[config.mk]
export PLATFORM = sky130hd
export DESIGN_NAME = ara_w_signature
export DESIGN_NICKNAME = d
export VERILOG_FILES = /design/src/rtl/ara_w_signature.sv
export SDC_FILE = /design/constraint.sdc
export NUM_CORES = 1
export LEC_CHECK = 0
export ABC_CLOCK_PERIOD_IN_PS = 6400
export BUFFER_PORTS_ARGS = -buffer_cell sky130_fd_sc_hd__buf_2
export CAP_MARGIN = 20
export CORE_UTILIZATION = 40
export CTS_BUF_LIST = sky130_fd_sc_hd__clkbuf_2
export CTS_CLUSTER_DIAMETER = 120
export DETAILED_ROUTE_END_ITERATION = 8
export HOLD_SLACK_MARGIN = 0.08
export PLACE_DENSITY_LB_ADDON = 0.3
export SYNTH_ARGS = -nofsm -noshare
export SYNTH_HDL_FRONTEND = slang
export SYNTH_SLANG_ARGS = --single-unit
[constraint.sdc]
create_clock -name clk_i -period 6.4 [get_ports clk_i]
set_input_delay 0.96 -clock clk_i [delete_from_list [all_inputs] [get_ports clk_i]]
set_output_delay 0.96 -clock clk_i [all_outputs]
set_load 0.005 [all_outputs]
[src/rtl/ara_w_signature.sv]
// Observer on the VLSU AXI W channel: folds strobed bytes of accepted beats into a
// rotate-XOR signature and counts beats/bytes over the enabled region.
module ara_w_signature #(
  parameter int unsigned  AxiDataWidth = 128,
  localparam int unsigned StrbWidth    = AxiDataWidth / 8
) (
  input  logic                    clk_i,
  input  logic                    rst_i,
  input  logic                    en_i,
  input  logic [AxiDataWidth-1:0] w_data_i,
  input  logic [StrbWidth-1:0]    w_strb_i,
  input  logic                    w_valid_i,
  input  logic                    w_ready_i,
  output logic                    res_valid_o,
  input  logic                    res_ready_i,
  output logic [31:0]             res_sig_o,
  output logic [31:0]             res_bytes_o,
  output logic [31:0]             res_beats_o,
  output logic                    drop_o,
  output logic                    busy_o
);

  typedef enum logic [1:0] {StIdle, StRun, StDrain, StHold} state_e;

  state_e                  state_q, state_d;
  logic                    s1_valid_q, s1_valid_d;
  logic [AxiDataWidth-1:0] s1_data_q, s1_data_d;
  logic [StrbWidth-1:0]    s1_strb_q, s1_strb_d;
  logic [31:0]             sig_q, sig_d;
  logic [31:0]             bytes_q, bytes_d;
  logic [31:0]             beats_q, beats_d;
  logic                    drop_q, drop_d;

  logic        qual;
  logic [31:0] pop;
  logic [32:0] bytes_sum;
  logic [32:0] beats_sum;

  assign qual = w_valid_i & w_ready_i & en_i;

  always_comb begin
    state_d    = state_q;
    s1_valid_d = 1'b0;
    s1_data_d  = s1_data_q;
    s1_strb_d  = s1_strb_q;
    sig_d      = sig_q;
    bytes_d    = bytes_q;
    beats_d    = beats_q;
    drop_d     = drop_q;
    pop        = '0;
    for (int unsigned b = 0; b < StrbWidth; b++) begin
      pop = pop + 32'(s1_strb_q[b]);
    end
    bytes_sum = {1'b0, bytes_q} + {1'b0, pop};
    beats_sum = {1'b0, beats_q} + 33'd1;

    // Stage 2: fold the registered beat, bytes in ascending order.
    if (s1_valid_q) begin
      for (int unsigned b = 0; b < StrbWidth; b++) begin
        if (s1_strb_q[b]) begin
          sig_d = {sig_d[30:0], sig_d[31]} ^ {24'h0, s1_data_q[8*b +: 8]};
        end
      end
      bytes_d = bytes_sum[32] ? 32'hFFFF_FFFF : bytes_sum[31:0];
      beats_d = beats_sum[32] ? 32'hFFFF_FFFF : beats_sum[31:0];
    end

    case (state_q)
      StIdle: begin
        if (en_i) begin
          state_d = StRun;
          sig_d   = 32'hFFFF_FFFF;
          bytes_d = '0;
          beats_d = '0;
          drop_d  = 1'b0;
        end
      end
      StRun: begin
        if (qual) begin
          s1_valid_d = 1'b1;
          s1_strb_d  = w_strb_i;
          for (int unsigned b = 0; b < StrbWidth; b++) begin
            s1_data_d[8*b +: 8] = w_data_i[8*b +: 8] & {8{w_strb_i[b]}};
          end
        end
        if (!en_i) begin
          state_d = StDrain;
        end
      end
      StDrain: begin
        state_d = StHold;
        if (qual) begin
          drop_d = 1'b1;
        end
      end
      StHold: begin
        if (qual) begin
          drop_d = 1'b1;
        end
        if (res_ready_i) begin
          state_d = StIdle;
        end
      end
      default: state_d = StIdle;
    endcase
  end

  always_ff @(posedge clk_i) begin
    if (rst_i) begin
      state_q    <= StIdle;
      s1_valid_q <= 1'b0;
      s1_data_q  <= '0;
      s1_strb_q  <= '0;
      sig_q      <= 32'hFFFF_FFFF;
      bytes_q    <= '0;
      beats_q    <= '0;
      drop_q     <= 1'b0;
    end else begin
      state_q    <= state_d;
      s1_valid_q <= s1_valid_d;
      s1_data_q  <= s1_data_d;
      s1_strb_q  <= s1_strb_d;
      sig_q      <= sig_d;
      bytes_q    <= bytes_d;
      beats_q    <= beats_d;
      drop_q     <= drop_d;
    end
  end

  assign res_valid_o = (state_q == StHold);
  assign res_sig_o   = sig_q;
  assign res_bytes_o = bytes_q;
  assign res_beats_o = beats_q;
  assign drop_o      = drop_q;
  assign busy_o      = (state_q != StIdle);

endmodule

* Yosys cells after proc, flatten, opt, wreduce, memory -nomap -nowiden
Index checks and enable logic that the tools add are counted.
** Storage, ports and cells
- Output and inout bits :: 99
- Bits in registers :: 244
- Input bits :: 150
- Logic and storage cells :: 125
** Operators by class
- Add/subtract/negate cells :: 17
- Eq/ne operators :: 7
- Bitwise gates (word level) :: 35
- Reduce and logical (&&, ||, !) cells :: 8
- Muxes and demuxes :: 50
** Operator list (count)
- 32-bit two-way mux :: 42
- 32-bit by 8-bit bitwise XOR with 32-bit output :: 16
- 8-bit AND :: 16
- 32-bit by 1-bit adder with 33-bit output, second input constant :: 1
- 32-bit by 16-bit adder with 33-bit output :: 1
- 15-bit by 1-bit adder with 16-bit output :: 1
- 14-bit by 1-bit adder with 15-bit output :: 1
- 13-bit by 1-bit adder with 14-bit output :: 1
- 12-bit by 1-bit adder with 13-bit output :: 1
- 11-bit by 1-bit adder with 12-bit output :: 1
- 10-bit by 1-bit adder with 11-bit output :: 1
- 9-bit by 1-bit adder with 10-bit output :: 1
- 8-bit by 1-bit adder with 9-bit output :: 1
- 7-bit by 1-bit adder with 8-bit output :: 1
- 2-bit one-hot mux with 4 select lines :: 1
- 6-bit by 1-bit adder with 7-bit output :: 1
- 5-bit by 1-bit adder with 6-bit output :: 1
- 2-bit two-way mux :: 3
- 3-bit AND reduction :: 2
- 4-bit by 1-bit adder with 5-bit output :: 1
- 3-bit by 1-bit adder with 4-bit output :: 1
- 2-bit == test, second input constant :: 2
- 2-bit by 1-bit inequality test with 1-bit output, second input constant :: 2
- 2-bit inequality test, second input constant :: 2
- other kinds (11) :: 16

* Longest topological paths before layout
- Depth in word-level cells :: 50
- Mapped depth :: 24
- Depth with buffers taken out :: 20

* Worst setup path before layout
No wires, ideal clock.
- Path type :: reg2reg
- From :: register s1_strb_q[6]
- To :: register bytes_q[10], in the netlist res_bytes_o[10]
- Setup time :: 133 ps
- Data arrival time :: 5883 ps
- Data required time :: 6267 ps
- Stages on the path, launching flop included :: 23
- Slack :: 384 ps
- Buffers on the path :: 5
- Path through :: dfxtp_1 inv_1 buf_1 clkbuf_1 buf_1 fa_1 fa_1 fa_1 fa_1 inv_1 fa_1 fa_1 a21o_1 a21oi_1 nand2b_1 a21boi_0 and2_1 clkbuf_1 nand2_1 nor3_1 nand2_1 clkbuf_1 a21oi_1
** On the way
- Cells in the longest elaborated chain, start to end :: 15
** RTL lines
- start: declaration :: line 28 : logic [StrbWidth-1:0] s1_strb_q, s1_strb_d;
- start signal: assignment :: line 122 : s1_strb_q <= s1_strb_d;
- 6-bit by 1-bit adder with 7-bit output (*) :: line 52 : pop = pop + 32'(s1_strb_q[b]);
- 7-bit by 1-bit adder with 8-bit output (*) :: line 52
- 8-bit by 1-bit adder with 9-bit output (*) :: line 52
- 9-bit by 1-bit adder with 10-bit output (*) :: line 52
- 10-bit by 1-bit adder with 11-bit output (*) :: line 52
- 11-bit by 1-bit adder with 12-bit output (*) :: line 52
- 12-bit by 1-bit adder with 13-bit output (*) :: line 52
- 13-bit by 1-bit adder with 14-bit output (*) :: line 52
- 14-bit by 1-bit adder with 15-bit output (*) :: line 52
- 15-bit by 1-bit adder with 16-bit output (*) :: line 52
- 32-bit by 16-bit adder with 33-bit output (*) :: line 54 : bytes_sum = {1'b0, bytes_q} + {1'b0, pop};
- 32-bit two-way mux (*) :: line 64 : bytes_d = bytes_sum[32] ? 32'hFFFF_FFFF : bytes_sum[31:0];
- 32-bit two-way mux (*) :: line 58 : if (s1_valid_q) begin
- 32-bit two-way mux :: line 70 : if (en_i) begin
- 32-bit two-way mux (*) :: line 68 : case (state_q)
- end signal: assignment :: line 124 : bytes_q <= bytes_d;
- end: declaration :: line 30 : logic [31:0] bytes_q, bytes_d;
Mark *: on every way between the ends. The rest lies on a longest branch, timed or not.
A chain may end at the register's enable or synchronous reset.

* Final worst setup path
- From :: register s1_strb_q[1]
- To :: register sig_q[5], in the netlist res_sig_o[5]
** On the way
- Cells in the longest elaborated chain, start to end :: 46
** RTL lines
- 32-bit two-way mux (*) :: line 60 : if (s1_strb_q[b]) begin
- 32-bit two-way mux (*) :: line 58
- 32-bit by 8-bit bitwise XOR with 32-bit output :: line 61 : sig_d = {sig_d[30:0], sig_d[31]} ^ {24'h0, s1_data_q[8*b +: 8]};
- 32-bit two-way mux (*) :: line 60
- 32-bit two-way mux (*) :: line 58
- 32-bit by 8-bit bitwise XOR with 32-bit output :: line 61
- 32-bit two-way mux (*) :: line 60
- 32-bit two-way mux (*) :: line 58
- [30 not listed]
- 32-bit by 8-bit bitwise XOR with 32-bit output :: line 61
- 32-bit two-way mux (*) :: line 60
- 32-bit two-way mux (*) :: line 58
- 32-bit by 8-bit bitwise XOR with 32-bit output :: line 61
- 32-bit two-way mux (*) :: line 60
- 32-bit two-way mux (*) :: line 58
- 32-bit two-way mux :: line 70
- 32-bit two-way mux (*) :: line 68
- end signal: assignment :: line 123 : sig_q <= sig_d;
- end: declaration :: line 29 : logic [31:0] sig_q, sig_d;
Mark *: on every way between the ends. The rest lies on a longest branch, timed or not. The select of a mux whose other input is x is not followed.

==> flow_metrics.py <==
metrics = {
    "timing": {
        "rsz0062_at_grt": "false",
        "setup_viol": 0,
        "worst_slack_ps": 355.8,
        "worst_pin_slew_ps": 933.8,
        "finalHoldViolations": 0,
        "fin_crit_sh": 0.9444,
        "fin_skew_ps": 97.92,
        "drv_slew": 0,
        "slew_headroom": 0.3760,
        "tns_ps": 0,
        "fmax_ghz": 0.1654,
        "finalCriticalPeriod_ps": 6044,
    },
    "cts": {
        "htree_levels": 3,
        "cts-root-buf": "clkbuf_2",
        "cts_tree": "built",
        "clkLatencyLatePin_ps": 1090,
        "cts_max_path_buffers": 3,
        "cts_buffers": 69,
        "cts_setup_buffers": 0,
        "cts.sinks": 244,
        "clk_pin_slew_ps": 120,
    },
    "worst_setup_path": {
        "crit_cells": 19,
        "crit_fanout": 20,
        "crit_family": "compound AO/OA/AOI/OAI gates",
        "critPathBufInv": 0,
        "crit_path_end_kind": "flop",
        "cp-startpoint": "s1_strb_q[1]$_SDFFE_PP0P_",
        "cp_data_arrival_time_ps": 6970,
        "crit_slowest_cell": "dfxtp_2",
        "path_cells": "mux2i_2 > mux2_2 > a21oi_1 > nor3_2 > xnor2_2 > o2111ai_2 > o221ai_1 > or4_1 > a41oi_2 > o21a_1 > nor4_1 > o31ai_4 > a21oi_1 > a211o_1 > xor2_1 > mux2i_1 > xnor2_1 > mux2i_1 > a22oi_1",
        "reg2reg_from": "s1_strb_q[1]$_SDFFE_PP0P_",
        "critPathKind": "reg -> reg",
        "critical_path_required_ps": 7330,
        "start_kind": "flop",
        "reg2regPathDepth": 19,
        "critPathMaxStageDelay_ps": 610,
    },
    "drt": {
        "vias": 21630,
        "wl_per_cell_um": 19.58,
        "drt-total-wl_um": 71090,
        "wl_met3_um": 3711,
        "first_iter_violations": 1640,
        "vias_per_cell": 5.958,
        "ant_nets": 0,
        "firstDrtPassIters": 6,
        "top_layer_used": "met4",
        "wl_met2_um": 33200,
        "met1_length_um": 31090,
        "drc": 0,
    },
    "synthesis": {
        "synth_seq_cells": 244,
        "yosys.area.top_type": "dfxtp_1",
        "syn_area_um2": 20910,
        "synth_top_area_share": 0.2336,
        "synth_fp_nets": 2905,
        "yosysWarnings": 0,
        "synth_ff_type": "dfxtp_1",
        "yosys-top-cells-area": "dfxtp_1, mux2i_1, a21oi_1",
        "yosysUniqueCellTypes": 112,
        "async_flop_share": 0,
        "ys_seq_area_frac": 0.2336,
        "syn-mean-instance-area_um2": 7.661,
        "synth-edff-count": 0,
        "synthCells": 2729,
    },
    "power": {
        "intPower_mw": 2.475,
        "p_sw_mw": 1.460,
        "p_comb_frac": 0.284,
        "power_mw": 3.935,
        "power_frac_clock": 0.309,
        "p_seq_frac": 0.407,
        "switching_share": 0.3711,
        "irDropWorstVdd_v": 0.0001488,
        "leakage_nw": 8.739,
        "power_per_cell_area_nw_per_um2": 168.9,
    },
    "grt": {
        "grt_usage": 0.2601,
        "grt_pass1_vias": 20300,
        "grt_max_degree": 85,
        "grt-ovfl-total": 0,
        "antenna_found_initial": 3,
        "grt_pass1_wl_um": 111100,
    },
    "floorplan": {
        "core-area_um2": 51510,
        "die-area_um2": 53190,
        "boundaryPins": 249,
        "fp-row-count": 83,
        "die_y_um": 230.6,
        "die_x_um": 230.6,
        "initial_core_util": 0.4059,
    },
    "placement": {
        "port_buffers": 248,
        "dp_slack_ps": 261.1,
        "dp_hpwl_um": 54030,
        "place_area_um2": 22570,
        "place_congestion": 0.9220,
    },
    "run": {
        "max_cap_viol_count": 0,
    },
    "cells_and_area": {
        "fin_area_um2": 23300,
        "area_delta_synth_final_pct": 11.45,
        "register_area_um2": 4892,
        "multiInputGateArea_um2": 14990,
        "drive_above_1_share": 0.1844,
        "nets": 3073,
        "fill_cells": 5273,
    },
    "worst_hold_path": {
        "holdPathStages": 3,
        "hold_start": "w_data_i[66]",
        "hold_path_class": "in -> reg",
    },
    "status": {
        "status": "finished clean",
    },
}
## logic make-up (layout without fill, tap and decap cells)
group / count (synthesis) / count (layout) / synth area share
simple gates: 1007 / 1007 / 0.2321
compound gates: 745 / 745 / 0.2522
mux: 318 / 318 / 0.1563
buf+inv: 266 / 482 / 0.05171
flops: 244 / 244 / 0.2336
xor+xnor: 123 / 123 / 0.05422
fa+ha+maj: 26 / 26 / 0.01987
other cells: 0 / 5 / 0
## state kept, by name (all words and copies together) (netlist names)
| register | cells |
|---|---|
| drop_o | 1 |
| res_beats_o | 32 |
| s1_data_q | 128 |
| s1_strb_q | 16 |
| s1_valid_q | 1 |
| res_sig_o | 32 |
| state_q | 2 |
| res_bytes_o | 32 |
## worst register-to-register path: stages, from the launching register on
cell,delay (ps)
dfxtp_2,610
mux2i_2,460
mux2_2,420
a21oi_1,290
nor3_2,110
xnor2_2,180
o2111ai_2,450
o221ai_1,340
or4_1,600
a41oi_2,300
o21a_1,230
nor4_1,100
o31ai_4,380
a21oi_1,140
a211o_1,360
xor2_1,160
mux2i_1,250
xnor2_1,110
mux2i_1,350
a22oi_1,150
## power groups by stage
stage	Sequential, mW	Clock (mW)	Combinational [mW]
2_1_floorplan	1.61	0	0.808
3_3_place_gp	1.64	0	1.08
3_5_place_dp	1.64	0	1.09
4_1_cts	1.60	1.26	1.10
5_1_grt	1.61	1.34	1.22
6_report	1.60	1.21	1.12
## layer usage
metal / vias up / track usage
met5: - / 0
met4: 0 / 0.1217
met3: 147 / 0.04854
met2: 625 / 0.4287
met1: 10360 / 0.3267
li1: 10500 / -
## final cells by class
cell class / count / area share
multi-input cells: 2219 / 0.6434
flip-flops and latches: 244 / 0.2099
repair buffers: 308 / 0.07313
well taps: 680 / 0.03651
clock buffers: 103 / 0.02212
inverters: 55 / 0.008967
clock inverters: 16 / 0.005423
diodes: 5 / 0.0005369
## cells in the final DEF, fill, tap and decap left out, types with 15 or more instances in the layout
master    instances
nand2_1         338
xnor2_1          54
a211o_1          19
mux2_2           44
inv_1            48
buf_4            57
nand3_1         195
or3_1            30
dfxtp_1         238
nor3_1           71
o211ai_1         28
and2_1           19
mux2i_1         264
o211a_1          16
buf_2           247
nor2_1          161
and3_1           38
o21ai_0          58
a21o_1           16
nor3b_1          15
o22ai_1          20
nand2b_1         22
xor2_1           64
a211oi_1         64
clkbuf_2        103
a31oi_1          30
a21oi_1         282
nand4_1          33
## timing repair
| item | in CTS | in global routing |
|---|---|---|
| hold endpoints to repair | 4 | 0 |
| endpoints found under the setup margin | 0 | 10 |
| gates resized for setup | 0 | 12 |
| hold buffers | 4 | 0 |
## cell usage after synthesis, drive strengths merged, types with 8 or more instances
cell type	number
nand2	340
a21oi	283
mux2i	270
dfxtp	244
nand3	195
nor2	163
clkbuf	147
nor3	74
a211oi	71
buf	64
o21ai	64
xor2	64
xnor2	56
inv	51
mux2	48
and3	38
nand4	33
a31oi	31
o211ai	30
or3	30
nand2b	22
o22ai	20
a211o	19
and2	19
o31ai	19
a2111oi	18
a21o	17
a22oi	16
nor4	16
o211a	16
nor3b	15
ha	14
o21a	14
a221oi	13
fa	12
nor2b	12
nand3b	11
or4	11
a311oi	10
o221a	9
or2	9
o311ai	8
o31a	8
## final timing paths
path / end / slack, ps
max: res_sig_o[5]$_SDFF_PP1_ / 360
min: s1_data_q[66]$_SDFFE_PP0P_ / 180
max reg2reg: res_sig_o[5]$_SDFF_PP1_ / 360
min reg2reg: s1_data_q[82]$_SDFFE_PP0P_ / 450
## metrics by stage
step           instances  hold WS [ps]  utilization
5_1_grt             3629         87.69       0.4523
6_report            3630         176.0       0.4524
3_5_place_dp        3502         443.6       0.4381
2_1_floorplan       2729         431.9            -
4_1_cts             3625         85.00       0.4513
3_3_place_gp        3502         442.6       0.4381
(Power assumes the default switching activity.)
